`src/rtl/spi_reg_master.sv`:
```
// rtl/spi_reg_master.sv - SPI mode-0 initiator issuing 16-bit register frames
// Frame: {rw, addr zero-extended to 7 bits, wdata or zeros on read}, MSB first.
module spi_reg_master #(
   parameter int CLK_DIV  = 4,
   parameter int ADDR_W   = 2,
   parameter int CS_SETUP = 2,
   parameter int CS_HOLD  = 2,
   parameter int CS_GAP   = 2
) (
   input  logic              clk,
   input  logic              rst,
   input  logic              start,
   input  logic              rw,
   input  logic [ADDR_W-1:0] addr,
   input  logic [7:0]        wdata,
   output logic              busy,
   output logic              done,
   output logic [7:0]        rdata,
   output logic              sclk,
   output logic              mosi,
   input  logic              miso,
   output logic              cs
);

   localparam int MAX_SU  = (CLK_DIV > CS_SETUP) ? CLK_DIV : CS_SETUP;
   localparam int MAX_HG  = (CS_HOLD > CS_GAP) ? CS_HOLD : CS_GAP;
   localparam int MAX_CNT = (MAX_SU > MAX_HG) ? MAX_SU : MAX_HG;
   localparam int CNT_W   = (MAX_CNT > 1) ? $clog2(MAX_CNT) : 1;

   localparam logic [CNT_W-1:0] DIV_LAST   = CNT_W'(CLK_DIV - 1);
   localparam logic [CNT_W-1:0] SETUP_LAST = CNT_W'(CS_SETUP - 1);
   localparam logic [CNT_W-1:0] HOLD_LAST  = CNT_W'(CS_HOLD - 1);
   localparam logic [CNT_W-1:0] GAP_LAST   = CNT_W'(CS_GAP - 1);

   typedef enum logic [2:0] {
      IDLE,
      SETUP,
      SHIFT,
      HOLD,
      GAP
   } state_t;

   state_t           state, state_n;
   logic [CNT_W-1:0] cnt, cnt_n;
   logic [3:0]       bit_cnt, bit_cnt_n;
   logic [14:0]      shreg, shreg_n;
   logic [7:0]       rx, rx_n;
   logic             rw_q, rw_n;
   logic [7:0]       rdata_n;
   logic             done_n, sclk_n, cs_n, mosi_n;
   logic [15:0]      frame;

   assign frame = {rw, 7'(addr), rw ? wdata : 8'h00};
   assign busy  = (state != IDLE);

   always_ff @(posedge clk) begin
      if (rst) begin
         state   <= IDLE;
         cnt     <= '0;
         bit_cnt <= '0;
         shreg   <= '0;
         rx      <= '0;
         rw_q    <= 1'b0;
         rdata   <= 8'h00;
         done    <= 1'b0;
         sclk    <= 1'b0;
         cs      <= 1'b1;
         mosi    <= 1'b0;
      end else begin
         state   <= state_n;
         cnt     <= cnt_n;
         bit_cnt <= bit_cnt_n;
         shreg   <= shreg_n;
         rx      <= rx_n;
         rw_q    <= rw_n;
         rdata   <= rdata_n;
         done    <= done_n;
         sclk    <= sclk_n;
         cs      <= cs_n;
         mosi    <= mosi_n;
      end
   end

   // Pins are registered: next values are computed here so sclk/cs/mosi never glitch.
   always_comb begin
      state_n   = state;
      cnt_n     = cnt;
      bit_cnt_n = bit_cnt;
      shreg_n   = shreg;
      rx_n      = rx;
      rw_n      = rw_q;
      rdata_n   = rdata;
      done_n    = 1'b0;
      sclk_n    = sclk;
      cs_n      = cs;
      mosi_n    = mosi;
      case (state)
         IDLE: begin
            if (start) begin
               shreg_n   = frame[14:0];
               mosi_n    = frame[15];
               rw_n      = rw;
               cnt_n     = '0;
               bit_cnt_n = '0;
               rx_n      = '0;
               cs_n      = 1'b0;
               sclk_n    = 1'b0;
               state_n   = SETUP;
            end
         end
         SETUP: begin
            if (cnt == SETUP_LAST) begin
               cnt_n   = '0;
               state_n = SHIFT;
            end else begin
               cnt_n = cnt + 1'b1;
            end
         end
         SHIFT: begin
            if (cnt != DIV_LAST) begin
               cnt_n = cnt + 1'b1;
            end else if (!sclk) begin
               cnt_n  = '0;
               sclk_n = 1'b1;
            end else begin
               // Last high-phase cycle: sample miso, drop sclk and present the next bit.
               cnt_n  = '0;
               sclk_n = 1'b0;
               if (bit_cnt[3]) begin
                  rx_n = {rx[6:0], miso};
               end
               if (bit_cnt == 4'd15) begin
                  mosi_n  = 1'b0;
                  state_n = HOLD;
               end else begin
                  bit_cnt_n = bit_cnt + 4'd1;
                  mosi_n    = shreg[14];
                  shreg_n   = {shreg[13:0], 1'b0};
               end
            end
         end
         HOLD: begin
            if (cnt == HOLD_LAST) begin
               cnt_n   = '0;
               cs_n    = 1'b1;
               state_n = GAP;
            end else begin
               cnt_n = cnt + 1'b1;
            end
         end
         GAP: begin
            if (cnt == GAP_LAST) begin
               cnt_n   = '0;
               done_n  = 1'b1;
               state_n = IDLE;
               if (!rw_q) begin
                  rdata_n = rx;
               end
            end else begin
               cnt_n = cnt + 1'b1;
            end
         end
         default: begin
            state_n = IDLE;
            cs_n    = 1'b1;
            sclk_n  = 1'b0;
            mosi_n  = 1'b0;
         end
      endcase
   end

endmodule
```
`config.mk`:
```
export PLATFORM = sky130hd
export DESIGN_NAME = spi_reg_master
export DESIGN_NICKNAME = d
export VERILOG_FILES = /design/src/rtl/spi_reg_master.sv
export SDC_FILE = /design/constraint.sdc
export NUM_CORES = 1
export LEC_CHECK = 0
export BUFFER_PORTS_ARGS = -buffer_cell sky130_fd_sc_hd__buf_2
export CORE_MARGIN = 2
export CORE_UTILIZATION = 59
export CTS_BUF_LIST = sky130_fd_sc_hd__clkbuf_4 sky130_fd_sc_hd__clkbuf_8
export DETAILED_ROUTE_END_ITERATION = 16
export PLACE_DENSITY = 0.82
export SLEW_MARGIN = 5
export SYNTH_ARGS = -nofsm -noshare
export SYNTH_HDL_FRONTEND = slang
export SYNTH_SLANG_ARGS = --single-unit
```
`constraint.sdc`:
```
create_clock -name clk -period 2.2 [get_ports clk]
set_input_delay 0.44 -clock clk [delete_from_list [all_inputs] [get_ports clk]]
set_output_delay 0.44 -clock clk [all_outputs]
set_load 0.02 [all_outputs]
```
Word level (Yosys, flattened, before mapping)
Index checks and enable logic that the tools add are counted.
{"block": "classes", "addsub": 2, "n_mux": 40, "n_eq_ne": 16, "reduce_logical": 16, "bitwise": 4}
{"op": "15-bit two-way mux", "n": 4}
{"op": "8-bit two-way mux", "n": 5}
{"op": "15-bit one-hot mux with 2 select lines", "n": 1}
{"op": "3-bit two-way mux", "n": 7}
{"op": "2-bit != test (second input constant)", "n": 10}
{"op": "4-bit two-way mux", "n": 4}
{"op": "8-bit one-hot mux with 2 select lines", "n": 1}
{"op": "3-bit one-hot mux with 5 select lines", "n": 1}
{"op": "5-bit AND reduction", "n": 2}
{"op": "1-bit two-way mux", "n": 9}
{"op": "1-bit one-hot mux with 3 select lines", "n": 3}
{"op": "3-bit AND reduction", "n": 3}
{"op": "4-bit one-hot mux with 2 select lines", "n": 1}
{"op": "7-bit AND reduction", "n": 1}
{"op": "3-bit by 2-bit equality test with 1-bit output (second input constant)", "n": 2}
{"op": "2-bit two-way mux", "n": 3}
{"op": "2-bit one-hot mux with 3 select lines", "n": 1}
{"op": "3-bit nonzero test", "n": 2}
{"op": "3-bit OR reduction", "n": 2}
{"op": "4-bit by 1-bit adder with 4-bit output (second input constant)", "n": 1}
{"op": "4-bit equality test (second input constant)", "n": 1}
{"op": "1-bit NOT", "n": 4}
{"op": "2-bit AND reduction", "n": 2}
{"op": "4-bit AND reduction", "n": 1}
{"op": "other kinds (7)", "n": 7}
{"block": "totals", "out_inout_bits": 13, "regBits": 45, "input_bits": 15}

Longest topological paths before layout
{"block": "depth", "ltp_word": 5, "ltp_mapped": 7}

Worst setup path before layout
Ideal clock, no wire load.
{"block": "synth_timing", "path_kind": "register -> register", "startpoint": "reg cnt[0]", "endpoint": "reg shreg[8]", "arrival_time_ps": 1475, "setup_time_ps": 91, "path_slack_ps": 634, "required_ps": 2109, "path_stages_with_launch": 8, "cell_sequence": "dfxtp_1 > ha_1 > and3_1 > o211a_1 > buf_2 > buf_4 > nor2_1 > a311oi_1"}
{"block": "synth_via", "elab_chain_cells": 3}
{"item": "start, declared", "line_no": "44", "rtl": "logic [CNT_W-1:0] cnt, cnt_n;"}
{"item": "start signal, assigned", "line_no": "71", "rtl": "cnt <= cnt_n;"}
{"item": "2-bit != test", "line_no": "120", "rtl": "if (cnt != DIV_LAST) begin"}
{"item": "2-bit != test (no source line)"}
{"item": "5-bit AND reduction (no source line)"}
{"item": "end signal, assigned", "line_no": "73", "rtl": "shreg <= shreg_n;"}
{"item": "end, declared", "line_no": "46", "rtl": "logic [14:0] shreg, shreg_n;"}
No other way between the ends.
A chain may end at the register's enable or synchronous reset.

Worst setup path in the final report
{"block": "layout_timing", "startpoint": "reg state[2]", "endpoint": "out busy"}
{"block": "layout_via", "elab_chain_cells": 1}
{"item": "start, declared", "line_no": "43", "rtl": "state_t state, state_n;"}
{"item": "start signal, assigned", "line_no": "70", "rtl": "state <= state_n;"}
{"item": "3-bit nonzero test", "line_no": "54", "rtl": "assign busy = (state != IDLE);"}
{"item": "end, declared", "line_no": "16", "rtl": "output logic busy,"}
No other way between the ends.

==> metrics.md <==
| Metric | Value |
|---|---|
| Status | complete, no violations |
| CTS tree | built |
| Synth Register Bits | 45 |
| Slew at the pin closest to its max-slew limit | approximately 0.54 ns |
| Ant. Diodes | 0 |
| Crit-path max FO | 16 |
| Critical Path RT | between 1.5 and 2 ns |
| Startpoint types | flop |
| Via density | 5.57 |
| Root Driver | clkbuf_4 |
| Layout cells sized above 1 | 19.9% |
| Area share of fa/ha/maj cells after synthesis | under 10% |
| Leading area contributor after synthesis | dfxtp_1 |
| Post-synth EDFFs | 0 |
| Dpl ws | slightly below 0.4 ns |
| H-tree Lvls | 2 |
| Final TNS setup | 0 ns |
| DRT Wirelength | 3910 um |
| Max-slew violations | 0 |
| Core region area | ~3300 um2 |
| Met3 wire len | between 150 and 200 um |
| Commonest non-fill, non-tap cells in the layout | 45 x dfxtp_1, 27 x buf_2, 24 x nor2_1 |
| Clock buffer depth | 2 |
| Arr. time, crit path | roughly 1.6 ns |
| Wire per inst | approximately 13 um |
| Clk sinks | 45 |
| Yosys top cell area share | ~44% |
| Setup crit end kind | output port |
| Power, Total | between 1.5 and 2 mW |
| Final net count | around 280 |
| DPL Wire Length | around 2700 um |
| Tmin final | between 2 and 2.5 ns |
| Relative slew margins | approximately 64% |
| Synthesized instance count | 230 |
| Final period utilization | a little over nine tenths |
| Largest family of logic cells by synthesized area | simple AND/OR/NAND/NOR gates |
| Number of DRC violations after detailed-routing iteration 0 | slightly above 100 |
| Clock Pin Slew Worst Setup and Hold Paths | between 0.1 and 0.15 ns |
| Routability cong. | 0.842 |
| Most used DFF post-synth | dfxtp_1 |
| Antenna viol nets, final | 0 |
| Top sig layer | met4 |
| Worst Skew | between 0.003 and 0.004 ns |
| Final setup vio count | 0 |
| Grt ovf | 0 |
| Mapped Area | around 2000 um2 |
| Most common cell after layout, fill and taps aside | dfxtp_1 |
| Post-synthesis simple-gate area fraction | ~23% |
| PwrDens | 698 nW/um2 |
| Final Hold Viols | 0 |
| Largest net degree at the start of global routing | 24 |
| Top cells by area, synth | dfxtp_1 44%, mux2i_1 4.4%, nor2_1 4.4%, a21oi_1 4.2%, nand3_1 4.2% |
| Setup bufs post-CTS | 0 |
| Area grow syn2layout | 12.5% |
| VDD IR max | 0.000540 V |
| Die Ht | between 60 and 70 um |
| Worst hold path type | in -> reg |
| Max Freq | between 0.4 and 0.5 GHz |
| Max cap viols | 0 |
| Yosys warns | 0 |
| RSZ-0062 raised after global routing | false |
| Leak | about 0.9 nW |
| Multiplexer share of the synthesized area | under 10% |
| Post-synthesis sequential area ratio | between 40% and 50% |
| Asr flop ratio synth | 0% |
| Util after Layout | between 60% and 70% |
| Post-cts repair resize count | 0 |
| Via count | ~1.7k |
| Vias in the first global route | 1562 |
| First-pass GRT wire length | 7010 um |
| Post-synthesis compound-gate area fraction | about a fifth |
| Worst hold slack | roughly 0.28 ns |
| Synth Area in XOR/XNOR | less than 1% |
| I/O pin count | 28 |
| Number of port buffers | 27 |
| First drt pass iteration count | 4 |
| Hold-fix buffer count after cts | 0 |
| Num rows | 21 |
| Die width | around 63 um |
| Skew-Pair Late Insertion Delay | 0.38 ns |
| TritonCTS Buffers | 5 |
| DRC Markers | 0 |
| Initial antenna violation count | 0 |
| Initial Util | between 60% and 70% |
| Count of cell types in the netlist | just under 50 |
| WS Path Type | reg -> out |
| Met1 Routed Length | between 1500 and 2000 um |
| Die area | between 3000 and 4000 um2 |
| Met2 routed WL | between 1500 and 2000 um |
| Post-synthesis average cell area | between 8 and 9 um2 |
| Min setup slack post-route | about 0.14 ns |
| Syn_nets | 250 |
| All-layer global routing usage | between 20% and 30% |
==> critical path, cell delays in order, from the launching register on <==
cell	delay [ns]
dfxtp_1	0.68
or2_1	0.27
nor2_2	0.06
inv_2	0.07
buf_2	0.15
==> final timing paths <==
path,slack (ns),start,cells past startpoint,to
max reg2reg,0.37,state[1],5,rx[6]
min reg2reg,0.46,shreg[11],2,shreg[11]
min,0.28,miso,2,rx[0]
max,0.14,state[2],4,busy
==> cells by family after synthesis <==
kind of cell,after synthesis
compound gates,56
buf+inv,23
flops,45
simple gates,91
fa+ha+maj,5
xor+xnor,1
mux,9
==> power by group <==
part / switching [mW] / internal [mW] / total [mW]
sequential: 0.0240 / 0.845 / 0.869
combinational: 0.122 / 0.0853 / 0.207
clock: 0.275 / 0.254 / 0.529
total: 0.420 / 1.18 / 1.60
==> routing by layer <==
metal,global-route usage [%],up-vias
met5,0,-
met4,12.5,0
met3,4.32,8
met2,35.9,38
met1,28.5,758
li1,-,878
==> cell usage after synthesis, types with 2 or more instances <==
cell	number
a211oi_1	2
a21oi_1	17
a22o_1	8
a311oi_1	9
buf_2	8
buf_4	2
clkbuf_1	7
dfxtp_1	45
ha_1	5
inv_1	5
mux2i_1	9
nand2_1	21
nand2b_1	3
nand3_1	17
nand4_1	2
nand4b_1	2
nor2_1	24
nor2_2	2
nor3_1	3
nor3b_1	2
o211a_1	2
o21ai_1	4
o21bai_1	2
or2_1	3
or3_1	2
==> sequential cells by signal, summed over array words and instances (netlist names) <==
signal,flops
bit_cnt,4
cnt,2
cs,1
done,1
mosi,1
rdata,8
rw_q,1
rx,8
sclk,1
shreg,15
state,3
==> stage by stage <==
stage	area, um2	instances
floorplan	2040	230
global placement	2220	294
detailed placement	2220	294
CTS	2300	302
global route	2300	302
finish	2300	302
==> final cells by class <==
type	count	area, um2
Tap cell	46	57.6
Multi-Input combinational cell	162	1040
Clock inverter	2	38.8
Sequential cell	45	901
Inverter	6	22.5
Clock buffer	6	45.0
Fill cell	287	1040
Timing Repair Buffer	35	195
(Power assumes the default switching activity.)
